## config.mk

```make
export PLATFORM = sky130hd
export DESIGN_NAME = btn_event_gen
export DESIGN_NICKNAME = d
export VERILOG_FILES = /design/src/rtl/btn_pkg.sv /design/src/rtl/btn_event_gen_fifo.sv /design/src/rtl/btn_event_gen.sv
export SDC_FILE = /design/constraint.sdc
export NUM_CORES = 1
export LEC_CHECK = 0
export BUFFER_PORTS_ARGS = -buffer_cell sky130_fd_sc_hd__buf_2
export CAP_MARGIN = 25
export CORE_MARGIN = 10
export CORE_UTILIZATION = 57
export DETAILED_ROUTE_END_ITERATION = 16
export PLACE_DENSITY = 0.76
export SYNTH_ARGS = -nofsm -noshare
export SYNTH_HDL_FRONTEND = slang
export SYNTH_SLANG_ARGS = --single-unit
```

## constraint.sdc

```tcl
create_clock -name clk -period 2.4 [get_ports clk]
set_input_delay 0.12 -clock clk [delete_from_list [all_inputs] [get_ports clk]]
set_output_delay 0.12 -clock clk [all_outputs]
set_load 0.01 [all_outputs]
```

## src/rtl/btn_pkg.sv

```systemverilog
// btn_pkg: shared constants and types for the button event generator
package btn_pkg;
  localparam int BTN_C = 0;
  localparam int BTN_U = 1;
  localparam int BTN_L = 2;
  localparam int BTN_R = 3;
  localparam int BTN_D = 4;
  localparam int EVT_W = 4;
  localparam int DEF_REPEAT_DELAY = 50_000_000;
  localparam int DEF_REPEAT_PERIOD = 15_000_000;
  localparam int DEF_FIFO_DEPTH = 4;
  typedef enum logic [1:0] {S_IDLE, S_HOLD, S_REPEAT} btn_state_t;
endpackage

```

## src/rtl/btn_event_gen_fifo.sv

```systemverilog
// event_fifo: synchronous FIFO with full/empty flags and a zeroed head when empty
module event_fifo #(
  parameter int W = 4,
  parameter int DEPTH = 4
) (
  input  logic         clk,
  input  logic         rst,
  input  logic         wr,
  input  logic [W-1:0] wdata,
  input  logic         rd,
  output logic [W-1:0] rdata,
  output logic         full,
  output logic         empty
);
  localparam int AW = $clog2(DEPTH);
  logic [W-1:0] mem [DEPTH];
  logic [AW-1:0] wp, rp;
  logic [AW:0] cnt;
  logic do_wr, do_rd;
  assign full = cnt == DEPTH[AW:0];
  assign empty = cnt == '0;
  assign do_rd = rd && !empty;
  assign do_wr = wr && (!full || do_rd);
  assign rdata = empty ? '0 : mem[rp];
  always_ff @(posedge clk) begin
    if (do_wr) mem[wp] <= wdata;
  end
  always_ff @(posedge clk) begin
    if (rst) begin
      wp <= '0;
      rp <= '0;
      cnt <= '0;
    end else begin
      wp <= do_wr ? wp + AW'(1) : wp;
      rp <= do_rd ? rp + AW'(1) : rp;
      cnt <= cnt + (AW+1)'(do_wr) - (AW+1)'(do_rd);
    end
  end
endmodule

```

## src/rtl/btn_event_gen.sv

```systemverilog
// btn_event_gen: turns debounced button levels into queued press/repeat events
module btn_event_gen import btn_pkg::*; #(
  parameter int N_BTN = 5,
  parameter int REPEAT_DELAY = DEF_REPEAT_DELAY,
  parameter int REPEAT_PERIOD = DEF_REPEAT_PERIOD,
  parameter int FIFO_DEPTH = DEF_FIFO_DEPTH
) (
  input  logic             clk,
  input  logic             rst,
  input  logic [N_BTN-1:0] calm,
  output logic             event_valid,
  input  logic             event_ready,
  output logic [2:0]       event_btn,
  output logic             event_rep,
  output logic             overflow
);
  localparam int CNT_MAX = REPEAT_DELAY > REPEAT_PERIOD ? REPEAT_DELAY : REPEAT_PERIOD;
  localparam int CW = CNT_MAX > 2 ? $clog2(CNT_MAX) : 1;
  logic [N_BTN-1:0] prev, ev, ev_rep, pending, pending_rep, grant, accept;
  logic [2:0] idx;
  logic push, full, empty;
  for (genvar i = 0; i < N_BTN; i++) begin : g_btn
    btn_state_t st, st_n;
    logic [CW-1:0] cnt, cnt_n;
    logic hit;
    assign hit = st == S_HOLD ? cnt == CW'(REPEAT_DELAY - 1) : cnt == CW'(REPEAT_PERIOD - 1);
    always_ff @(posedge clk) begin
      if (rst) begin
        st <= S_IDLE;
        cnt <= '0;
      end else begin
        st <= st_n;
        cnt <= cnt_n;
      end
    end
    always_comb begin
      st_n = !calm[i] ? S_IDLE : st == S_IDLE ? (prev[i] ? S_IDLE : S_HOLD) : st == S_HOLD && hit ? S_REPEAT : st;
      cnt_n = st == S_IDLE || !calm[i] || hit ? '0 : cnt + CW'(1);
    end
    assign ev[i] = calm[i] && (st == S_IDLE ? !prev[i] : hit);
    assign ev_rep[i] = st != S_IDLE;
  end
  always_comb begin
    idx = '0;
    for (int j = N_BTN - 1; j >= 0; j--) idx = pending[j] ? 3'(j) : idx;
  end
  assign push = |pending && (!full || (event_ready && !empty));
  assign grant = push ? N_BTN'(1) << idx : '0;
  assign accept = ev & ~pending;
  always_ff @(posedge clk) begin
    if (rst) begin
      prev <= '1;
      pending <= '0;
      pending_rep <= '0;
      overflow <= 1'b0;
    end else begin
      prev <= calm;
      pending <= (pending & ~grant) | accept;
      pending_rep <= (pending_rep & ~accept) | (ev_rep & accept);
      overflow <= overflow | |(ev & pending);
    end
  end
  event_fifo #(.W(EVT_W), .DEPTH(FIFO_DEPTH)) u_fifo (
    .clk(clk),
    .rst(rst),
    .wr(push),
    .wdata({pending_rep[idx], idx}),
    .rd(event_ready),
    .rdata({event_rep, event_btn}),
    .full(full),
    .empty(empty)
  );
  assign event_valid = !empty;
endmodule
```

==> results of run 1 <==
-- sequential cells by signal, indices dropped and copies added, names as in the netlist, named ones only --
name,flops
g_btn.cnt,130
u_fifo.mem,16
g_btn.st,10
pending,5
prev,5
u_fifo.cnt,3
u_fifo.rp,2
u_fifo.wp,2
overflow,1
-- final timing paths --
| kind | start | end | slack [ns] |
|---|---|---|---|
| setup / recovery | u_fifo.cnt[2]$_SDFF_PP0_ | u_fifo.cnt[2]$_SDFF_PP0_ | 0.16 |
| hold / removal | event_ready | flip-flop | 0.11 |
| setup reg to reg | u_fifo.cnt[2]$_SDFF_PP0_ | u_fifo.cnt[2]$_SDFF_PP0_ | 0.16 |
| hold reg to reg | g_btn[2].cnt[0]$_SDFF_PP0_ | g_btn[2].cnt[0]$_SDFF_PP0_ | 0.45 |
-- cells in the final DEF (no fill, tap or decap), types with 14 or more instances in the layout --
master,Yosys,routed
sky130_fd_sc_hd__xor2_1,77,77
sky130_fd_sc_hd__nor3_1,16,16
sky130_fd_sc_hd__clkbuf_16,0,18
sky130_fd_sc_hd__o21ai_0,17,17
sky130_fd_sc_hd__and2_1,15,14
sky130_fd_sc_hd__nand2_1,50,50
sky130_fd_sc_hd__nor2_1,190,190
sky130_fd_sc_hd__edfxtp_1,16,16
sky130_fd_sc_hd__inv_1,23,23
sky130_fd_sc_hd__a21oi_1,28,28
sky130_fd_sc_hd__dfxtp_1,165,164
sky130_fd_sc_hd__nand4_1,33,33
sky130_fd_sc_hd__nand3_1,50,50
sky130_fd_sc_hd__and3_1,24,24
sky130_fd_sc_hd__nand2b_1,16,16
sky130_fd_sc_hd__xnor2_1,43,43
-- worst min-delay path, stage by stage --
cell and delay [ns]:
sky130_fd_sc_hd__buf_2 0.09, sky130_fd_sc_hd__and2_4 0.15, sky130_fd_sc_hd__xnor2_1 0.07, sky130_fd_sc_hd__nor2_1 0.08
-- through the flow --
step           util, %  cell area, sq um  setup WS [ns]  hold slack, ns  instances
3_3_place_gp      60.3              8360          0.152           0.354       1078
5_1_grt           65.0              9020         0.0268           0.126       1115
6_report          65.0              9020          0.165           0.112       1115
4_1_cts           64.9              9010         0.0703           0.113       1115
3_5_place_dp      60.3              8360         0.0799           0.362       1078
2_1_floorplan        -              8100          0.102           0.227        900
-- area by class of cell --
type | instances | area (sq um) | area share (%)
clock buffers | 21 | 472 | 5.23
clock inverters | 11 | 124 | 1.37
inverters | 23 | 86.3 | 0.957
multi-input cells | 668 | 4080 | 45.2
flip-flops and latches | 181 | 3780 | 42.0
well taps | 180 | 225 | 2.50
repair buffers | 31 | 250 | 2.77
-- per-layer routing --
layer,track usage (%),vias to the layer above
li1,-,3119
met1,18.7,2849
met2,24.7,78
met3,4.29,20
met4,5.55,0
met5,0,-
-- cells in the mapped netlist, types with 15 or more instances --
library cell / n
sky130_fd_sc_hd__edfxtp_1: 16
sky130_fd_sc_hd__nand2_1: 50
sky130_fd_sc_hd__nor2_1: 190
sky130_fd_sc_hd__and3_1: 24
sky130_fd_sc_hd__nand2b_1: 16
sky130_fd_sc_hd__nand3_1: 50
sky130_fd_sc_hd__inv_1: 23
sky130_fd_sc_hd__xor2_1: 77
sky130_fd_sc_hd__dfxtp_1: 165
sky130_fd_sc_hd__a21oi_1: 28
sky130_fd_sc_hd__nand4_1: 33
sky130_fd_sc_hd__xnor2_1: 43
sky130_fd_sc_hd__nor3_1: 16
sky130_fd_sc_hd__and2_1: 15
sky130_fd_sc_hd__o21ai_0: 17
-- logic make-up after synthesis --
logic type	Yosys count	share of synthesized area (%)
flip-flops	181	46.7
AO/OA/AOI/OAI	69	5.58
XOR/XNOR	120	13.0
adder cells (fa/ha/maj)	12	1.95
buffers and inverters	51	3.07
AND/OR/NAND/NOR	463	28.6
multiplexers	4	1.11
-- power groups by stage --
stage | sequential, uW | combinational (uW) | clock [uW]
global route | 3230 | 584 | 2950
CTS | 3210 | 510 | 2830
finish | 3220 | 517 | 2770
floorplan | 3260 | 348 | 0
detailed placement | 3280 | 498 | 0
global placement | 3270 | 481 | 0
-- what timing repair did --
item,4_1_cts,5_1_grt
hold buffers,5,0
setup endpoints to repair,0,1
resized for setup,0,4
setup buffers,0,0
hold endpoints to repair,5,0
==> results.json, run 1 <==
{
  "synth-seq-cells": 181,
  "groute.usage.overall_pct": 15.2,
  "worst_hold_path_type": "in -> reg",
  "netlist_top_cells_area": "sky130_fd_sc_hd__dfxtp_1, sky130_fd_sc_hd__nor2_1, sky130_fd_sc_hd__xor2_1, sky130_fd_sc_hd__edfxtp_1, sky130_fd_sc_hd__xnor2_1",
  "worstPathArrival_ns": 2.54,
  "final-max-slew-violation-count": 0,
  "synth_seq_area_share_pct": 46.7,
  "timing.critical_path.from_type": "flip-flop",
  "sequential_power_share_pct": 49.4,
  "hold_violations": 0,
  "post-synth-top-area-fraction_pct": 40.8,
  "clock_tree_skew_after_final_layout_ns": 0.00892,
  "cts_tree": "done",
  "worst_ir_drop_vdd_mv": 0.564,
  "path_delay_family": "adder cells",
  "antenna_cells": 0,
  "total_switching_power_uw": 1470,
  "routed-wl-met2_um": 6890,
  "layout-drive-gt1-share_pct": 8.45,
  "initial_util_pct": 58.4,
  "crit_cells": 10,
  "timing_worst_setup_path_type": "reg -> reg",
  "cts_max_path_buffers": 2,
  "fmax_mhz": 447,
  "cp.required_ns": 2.70,
  "post_drt_via_cell_ratio": 5.44,
  "worstPathBufferInverterCount": 2,
  "floorplan.io_pins": 14,
  "synth_warnings": 0,
  "drt.antenna.violating_nets": 0,
  "power.combinational.fraction_pct": 8.0,
  "drt_first_iter_violations": 269,
  "post_synth_instance_area_sq_um": 8100,
  "grt_pass1_vias": 5749,
  "switching_fraction_of_total_power_pct": 22.7,
  "post-dp-hpwl_um": 10000,
  "p_clk_share_pct": 42.6,
  "timing.critical_path.fanout_max": 3,
  "finalWirelength_um": 14600,
  "critical_path.max_stage_delay_ns": 0.38,
  "dieHeight_um": 139,
  "grt-ovfl-total": 0,
  "drt_pre_antenna_iters": 5,
  "cts_root_buffer": "sky130_fd_sc_hd__clkbuf_16",
  "leakagePower_uw": 0.00300,
  "yosysUniqueCellTypes": 59,
  "clock_tree.htree_level_count": 4,
  "dominantRegCellSynth": "sky130_fd_sc_hd__dfxtp_1",
  "cap_viol_max_count": 0,
  "cellInternalPower_uw": 5030,
  "met1_routed_wirelength_after_detailed_routing_um": 7040,
  "core-area_sq_um": 13900,
  "status": "completed",
  "fillCellCount": 1176,
  "final.period_utilization_pct": 93.1,
  "drc": 0,
  "num_vias": 6066,
  "tightest_slew_ns": 0.616,
  "routabilityCongestion": 0.815,
  "worstPathCellList": "or3_4 -> and2_4 -> ha_1 -> inv_1 -> ha_1 -> inv_1 -> fa_2 -> xor2_1 -> xnor2_1 -> nor2_1",
  "netlist.top_cell.by_area": "sky130_fd_sc_hd__dfxtp_1",
  "antenna_found_initial": 0,
  "clkLatencyLatePin_ns": 0.43,
  "die_boundary_width_um": 139,
  "hold_depth": 4,
  "synth.net_count": 920,
  "cts_buffers": 17,
  "die_area_sq_um": 19400,
  "async_reset_ff_share_pct": 0,
  "routed_wire_length_per_instance_um": 13.1,
  "finalSetupViolCount": 0,
  "numPortBuffers": 13,
  "worst_path_max_delay_cell": "sky130_fd_sc_hd__or3_4",
  "highest_layer": "met4",
  "dr_wl_met3_um": 484,
  "syn_area_per_cell_sq_um": 9.00,
  "synthesis.instances": 900,
  "timing.slew.headroom_pct": 58.4,
  "nets": 942,
  "worstSetupEndpointType": "flip-flop",
  "grt_first_pass_wirelength_um": 25400,
  "row_count": 43,
  "cts.reportedPaths.clkPinSlew_ns": 0.07,
  "unrepaired_setup_endpoints_after_global_routing": "false",
  "worst_r2r_path_depth": 10,
  "grt_start_max_net_pins": 30,
  "timing.final.crit_period_ns": 2.24,
  "post_route_setup_tns_ns": 0,
  "synth_enable_flop_cells": 16,
  "clock-sinks": 181,
  "p_total_uw": 6510,
  "p_per_area_nw_per_um2": 721,
  "synth_to_layout_area_growth_pct": 11.4
}
Note: power is estimated with default switching activity, not from simulation.
==> inputs of run 2 (changes only) <==
--- a/config.mk
+++ b/config.mk
@@ -13,4 +13,5 @@
 export PLACE_DENSITY = 0.76
 export SYNTH_ARGS = -nofsm -noshare
 export SYNTH_HDL_FRONTEND = slang
+export SYNTH_HIERARCHICAL = 1
 export SYNTH_SLANG_ARGS = --single-unit
==> constraint.sdc (replaced) <==
create_clock -name clk -period 2.21 [get_ports clk]
set_input_delay 0.1105 -clock clk [delete_from_list [all_inputs] [get_ports clk]]
set_output_delay 0.1105 -clock clk [all_outputs]
set_load 0.01 [all_outputs]
==> results.json, run 2 <==
{
  "drc": 0,
  "async_reset_ff_share_pct": 0,
  "synth_warnings": 6,
  "yosys.cell_count.top_type": "sky130_fd_sc_hd__nor2_1",
  "timing.critical_path.from_type": "flip-flop",
  "drt.antenna.violating_nets": 0,
  "largest_registers": "g_btn.cnt: 130 flops, u_fifo/mem: 16 flops, g_btn.st: 10 flops",
  "cts_root_buffer": "sky130_fd_sc_hd__clkbuf_16",
  "finalSetupViolCount": 0,
  "final.period_utilization_pct": 99.3,
  "tightest_slew_ns": 0.566,
  "core-area_sq_um": 14000,
  "cp.required_ns": 2.53,
  "fmax_mhz": 455,
  "final-max-slew-violation-count": 0,
  "worst_ir_drop_vdd_mv": 0.549,
  "multi_input_comb_area_sq_um": 4170,
  "netlist.top_cell.by_area": "sky130_fd_sc_hd__dfxtp_1",
  "worstPathCellList": "nor3b_4 -> o21ai_2 -> o21a_1 -> a21boi_4 -> a21bo_2 -> ha_1 -> fa_2 -> xnor2_2 -> xnor2_1 -> nor2_1",
  "initial_util_pct": 58.4,
  "cts.reportedPaths.clkPinSlew_ns": 0.07,
  "leakagePower_uw": 0.00311,
  "antenna_found_initial": 0,
  "post_synth_instance_area_sq_um": 8170,
  "post_layout_nonfiller_instances": 1141,
  "timing_worst_setup_path_type": "reg -> reg",
  "finalWirelength_um": 15000,
  "hold_depth": 3,
  "cts_buffers": 17,
  "grt_first_pass_wirelength_um": 26400,
  "synth-seq-cells": 181,
  "hold_violations": 0,
  "regMostFlops": "g_btn.cnt",
  "dieHeight_um": 140,
  "timing.slew.headroom_pct": 61.7,
  "grt_start_max_net_pins": 27,
  "final-seq-area_sq_um": 3790,
  "p_per_area_nw_per_um2": 780,
  "utilization_pct": 66.1,
  "die_boundary_width_um": 140,
  "cts_tree": "done",
  "routabilityCongestion": 0.796,
  "critical_path.max_stage_delay_ns": 0.40,
  "layout-drive-gt1-share_pct": 12.0,
  "synth.net_count": 928,
  "num_vias": 6158,
  "antenna_cells": 0,
  "grt_pass1_vias": 5895,
  "fillCellCount": 1153,
  "timing.final.crit_period_ns": 2.20,
  "routed_wire_length_per_instance_um": 13.2,
  "worst_path_max_delay_cell": "sky130_fd_sc_hd__dfxtp_4",
  "die_area_sq_um": 19500,
  "drt_pre_antenna_iters": 5,
  "netlist_top_cells_area": "sky130_fd_sc_hd__dfxtp_1, sky130_fd_sc_hd__nor2_1, sky130_fd_sc_hd__xor2_1, sky130_fd_sc_hd__edfxtp_1, sky130_fd_sc_hd__xnor2_1",
  "grt-ovfl-total": 0,
  "post_drt_via_cell_ratio": 5.40,
  "clock_tree_skew_after_final_layout_ns": 0.0110,
  "status": "completed",
  "yosysUniqueCellTypes": 66,
  "cts_max_path_buffers": 2,
  "drt_first_iter_violations": 342,
  "worst_hold_path_type": "in -> reg",
  "fin_hold_ws_ns": 0.150,
  "post-dp-hpwl_um": 10400,
  "syn_area_per_cell_sq_um": 8.99,
  "clock-sinks": 181,
  "synth_seq_area_share_pct": 46.3,
  "post-synth-top-area-fraction_pct": 40.4,
  "floorplan.io_pins": 14,
  "top_library_cells_by_usage_in_the_layout_fill_and_taps_aside": "sky130_fd_sc_hd__nor2_1, sky130_fd_sc_hd__dfxtp_1, sky130_fd_sc_hd__xor2_1",
  "clkLatencyLatePin_ns": 0.43,
  "synthesis.instances": 909,
  "cap_viol_max_count": 0,
  "synth_to_layout_area_growth_pct": 13.1,
  "p_total_uw": 7210,
  "dominantRegCellSynth": "sky130_fd_sc_hd__dfxtp_1",
  "timing.critical_path.fanout_max": 5,
  "clock_tree.htree_level_count": 4,
  "synth_enable_flop_cells": 16,
  "worstPathArrival_ns": 2.51,
  "most_common_library_cell_in_the_layout_ignoring_fill_and_taps": "sky130_fd_sc_hd__nor2_1",
  "post_route_setup_tns_ns": 0,
  "number_of_flip_flops_under_the_largest_register_name": 130,
  "groute.usage.overall_pct": 15.7,
  "worst_r2r_path_depth": 10,
  "worstSetupEndpointType": "flip-flop",
  "nets": 967,
  "numPortBuffers": 13,
  "placed_cells": 1102,
  "unrepaired_setup_endpoints_after_global_routing": "true",
  "synth_commonest_cells": "sky130_fd_sc_hd__nor2_1, sky130_fd_sc_hd__dfxtp_1, sky130_fd_sc_hd__xor2_1, sky130_fd_sc_hd__nand2_1, sky130_fd_sc_hd__xnor2_1",
  "row_count": 43
}
==> run 2: changes by cell type in the layout (fill, tap and decap cells not counted), sizes merged, moves of 7 or more <==
cell	previous run	this run
nand2	50	62
inv	25	39
nor2b	3	10
o21ai	20	13
and4	6	16
nor2	190	182
xnor2	43	54
nand2b	16	7
buf	26	43
and2	15	8
a21oi	28	21
xor2	77	66
==> run 2: cell families after synthesis <==
group	share of synthesized area, %
and+or+nand+nor	28.5
DFF	46.3
xor gates and xnor gates	12.9
AOI/OAI and AO/OA	5.80
buffers and inverters	3.12
adders and majority gates	1.78
muxes	1.67
==> run 2: timing repair <==
item,CTS,global route
hold buffers,5,0
buffers inserted,0,2
endpoints found under the setup margin,1,3
cloned,0,0
gates resized for setup,2,4
endpoints found under the hold margin,13,0
pin swaps,0,3
==> run 2: power breakdown <==
group	internal [uW]	switching (uW)	total (uW)
clock network	1490	1380	2870
logic	431	366	797
registers	3430	115	3540
total	5350	1860	7210
==> run 2: worst paths after layout <==
path         slack (ns)                        from                         end
max                0.01    u_fifo/cnt[2]$_SDFF_PP0_    u_fifo/cnt[2]$_SDFF_PP0_
min reg2reg        0.45  g_btn[4].cnt[0]$_SDFF_PP0_  g_btn[4].cnt[0]$_SDFF_PP0_
max reg2reg        0.01    u_fifo/cnt[2]$_SDFF_PP0_    u_fifo/cnt[2]$_SDFF_PP0_
min                0.15                         rst    u_fifo/cnt[0]$_SDFF_PP0_
==> run 2: through the flow <==
stage | instance area [sq um] | setup WS (ns)
3_3_place_gp | 8590 | 0.0670
6_report | 9250 | 0.0145
4_1_cts | 9210 | 0.00528
5_1_grt | 9250 | -0.0737
3_5_place_dp | 8590 | -0.0171
2_1_floorplan | 8200 | 0.00636
==> run 2: layout make-up <==
class                   count  area share [%]
repair buffers             48            4.09
flip-flops and latches    181            41.0
multi-input cells         669            45.1
clock inverters            15            1.49
inverters                  31            1.26
clock buffers              17            4.60
well taps                 180            2.44
==> run 2: routing by layer <==
metal	wire [um]	vias to the layer above	track usage (%)
li1	-	3203	-
met3	325	16	3.61
met5	0	-	0
met4	221	0	5.87
met1	7250	2877	19.5
met2	7230	62	25.7
==> run 2: critical path: cells and delay by family, from the launching register on <==
kind	cells	cell delay, ns
and+or+nand+nor	2	0.27
adders and majority gates	2	0.56
xor gates and xnor gates	2	0.30
AOI/OAI and AO/OA	4	0.56
DFF	1	0.40
==> inputs of run 3 (changes only) <==
==> constraint.sdc (replaced) <==
create_clock -name clk -period 2.21 [get_ports clk]
set_input_delay 0.221 -clock clk [delete_from_list [all_inputs] [get_ports clk]]
set_output_delay 0.221 -clock clk [all_outputs]
set_load 0.01 [all_outputs]
==> results.json, run 3 (synthesis gave the netlist of run 2 again) <==
{
  "status": "completed",
  "worst_ir_drop_vdd_mv": 0.695,
  "timing.rr.start": "u_fifo/cnt[1]$_SDFF_PP0_",
  "hold_depth": 2,
  "clock-sinks": 181,
  "nets": 964,
  "initial_util_pct": 58.4,
  "finalWirelength_um": 15000,
  "grt-ovfl-total": 0,
  "worst_r2r_path_depth": 10,
  "hold_violations": 0,
  "leakagePower_uw": 0.00311,
  "fmax_mhz": 465,
  "setup.reg_to_reg.worst_slack_ns": 0.06,
  "cts_root_buffer": "sky130_fd_sc_hd__clkbuf_16",
  "antenna_found_initial": 0,
  "grt_start_max_net_pins": 27,
  "floorplan.io_pins": 14,
  "holdPathEnd": "prev[3]$_SDFF_PP1_",
  "synth_to_layout_area_growth_pct": 13.2,
  "post_route_setup_tns_ns": 0,
  "finalSetupViolCount": 0,
  "drt_pre_antenna_iters": 4,
  "die_boundary_width_um": 140,
  "grt_first_pass_wirelength_um": 26400,
  "numPortBuffers": 13,
  "largest_registers": "g_btn.cnt: 130 flops, u_fifo/mem: 16 flops, g_btn.st: 10 flops",
  "grt_pass1_vias": 5832,
  "timing.critical_path.fanout_max": 6,
  "r2r_end": "u_fifo/cnt[2]$_SDFF_PP0_",
  "core-area_sq_um": 14000,
  "clkLatencyLatePin_ns": 0.43,
  "layout-drive-gt1-share_pct": 11.9,
  "cts_max_path_buffers": 2,
  "clock_tree_skew_after_final_layout_ns": 0.00751,
  "tightest_slew_ns": 0.539,
  "top_library_cells_by_usage_in_the_layout_fill_and_taps_aside": "sky130_fd_sc_hd__nor2_1, sky130_fd_sc_hd__dfxtp_1, sky130_fd_sc_hd__xor2_1",
  "row_count": 43,
  "drt_first_iter_violations": 340,
  "worst_hold_path_type": "in -> reg",
  "p_total_uw": 7310,
  "hold_path_startpoint": "calm[3]",
  "most_common_library_cell_in_the_layout_ignoring_fill_and_taps": "sky130_fd_sc_hd__nor2_1",
  "drc": 0,
  "antenna_cells": 0,
  "p_per_area_nw_per_um2": 790,
  "groute.usage.overall_pct": 15.6,
  "num_vias": 6147,
  "regMostFlops": "g_btn.cnt",
  "unrepaired_setup_endpoints_after_global_routing": "true",
  "cts_buffers": 17,
  "timing.critical_path.from_type": "flip-flop",
  "timing.final.crit_period_ns": 2.15,
  "post_drt_via_cell_ratio": 5.40,
  "cp.required_ns": 2.52,
  "worstSetupEndpointType": "flip-flop",
  "post-dp-hpwl_um": 10400,
  "routed_wire_length_per_instance_um": 13.1,
  "fin_hold_ws_ns": 0.0274,
  "timing.slew.headroom_pct": 63.5,
  "timing_worst_setup_path_type": "reg -> reg",
  "number_of_flip_flops_under_the_largest_register_name": 130,
  "cts_tree": "done",
  "die_area_sq_um": 19500,
  "cap_viol_max_count": 0,
  "routabilityCongestion": 0.822,
  "final.period_utilization_pct": 97.3,
  "cts.reportedPaths.clkPinSlew_ns": 0.06,
  "worstPathArrival_ns": 2.46,
  "final-max-slew-violation-count": 0,
  "drt.antenna.violating_nets": 0,
  "dieHeight_um": 140,
  "clock_tree.htree_level_count": 4,
  "fillCellCount": 1163
}
run 3: cell count changes in the layout (fill, tap and decap cells not counted), sizes merged:
cell / change
buf: +2
bufinv: +2
clkbuf: +3
inv: -6
clkinvlp: +1
dlygate4sd3: -5
run 3: how the worst max path moves through the flow:
stage / slack, ns / to / startpoint / cells past startpoint
final: 0.06 / u_fifo/cnt[2]$_SDFF_PP0_ / u_fifo/cnt[1]$_SDFF_PP0_ / 10
after global routing: -0.06 / u_fifo/cnt[2]$_SDFF_PP0_ / u_fifo/cnt[2]$_SDFF_PP0_ / 9
after CTS: 0.007 / u_fifo/cnt[2]$_SDFF_PP0_ / u_fifo/cnt[2]$_SDFF_PP0_ / 10
after detailed placement: -0.03 / u_fifo/cnt[2]$_SDFF_PP0_ / u_fifo/cnt[1]$_SDFF_PP0_ / 10
after global placement: 0.06 / u_fifo/cnt[2]$_SDFF_PP0_ / u_fifo/cnt[1]$_SDFF_PP0_ / 10
after floorplan: 0.006 / u_fifo/cnt[2]$_SDFF_PP0_ / u_fifo/cnt[2]$_SDFF_PP0_ / 10
run 3: worst max-delay path: stages (launching register included):
cell and delay, ns:
sky130_fd_sc_hd__dfxtp_4 0.38, sky130_fd_sc_hd__nor3b_4 0.22, sky130_fd_sc_hd__o21ai_2 0.09, sky130_fd_sc_hd__o21a_1 0.13, sky130_fd_sc_hd__a21boi_4 0.14, sky130_fd_sc_hd__a21bo_2 0.20
sky130_fd_sc_hd__ha_4 0.16, sky130_fd_sc_hd__fa_2 0.37, sky130_fd_sc_hd__xnor2_2 0.15, sky130_fd_sc_hd__xnor2_1 0.14, sky130_fd_sc_hd__nor2_1 0.05
run 3: repair_timing:
item | in CTS | in global routing
endpoints found under the hold margin | 0 | 0
hold buffers | 0 | 0
buffers inserted | 0 | 6
setup endpoints to repair | 1 | 28
gates cloned | 0 | 0
pin swaps | 0 | 6
gates resized for setup | 3 | 5
run 3: stage by stage:
step | instances | utilization (%) | worst slack [ns] | instance area [sq um]
global placement | 1100 | 61.4 | 0.0644 | 8590
CTS | 1132 | 65.6 | 0.00736 | 9180
detailed placement | 1100 | 61.4 | -0.0286 | 8590
floorplan | 909 | - | 0.00636 | 8200
global route | 1138 | 66.1 | -0.0561 | 9250
finish | 1138 | 66.1 | 0.0605 | 9250
run 3: area by class of cell:
cell class                      instances  area (sq um)  share of cell area, %
Clock buffer                           20           447                   4.83
Sequential cell                       181          3790                   41.0
Clock inverter                         12           129                   1.39
Tap cell                              180           225                   2.43
Timing Repair Buffer                   45           355                   3.84
Multi-Input combinational cell        669          4190                   45.2
Inverter                               31           116                   1.26
run 3: layer usage:
metal / GRT usage, % / share of wire, % / wire length [um]
met1: 19.1 / 47 / 7020
met2: 26.3 / 49 / 7320
met3: 3.50 / 2.7 / 406
met4: 5.54 / 1.4 / 215
met5: 0 / 0 / 0
run 3: power breakdown:
group	internal [uW]	total [uW]	switching (uW)
logic	464	839	375
registers	3430	3540	110
clock network	1690	2930	1240
total	5590	7310	1720
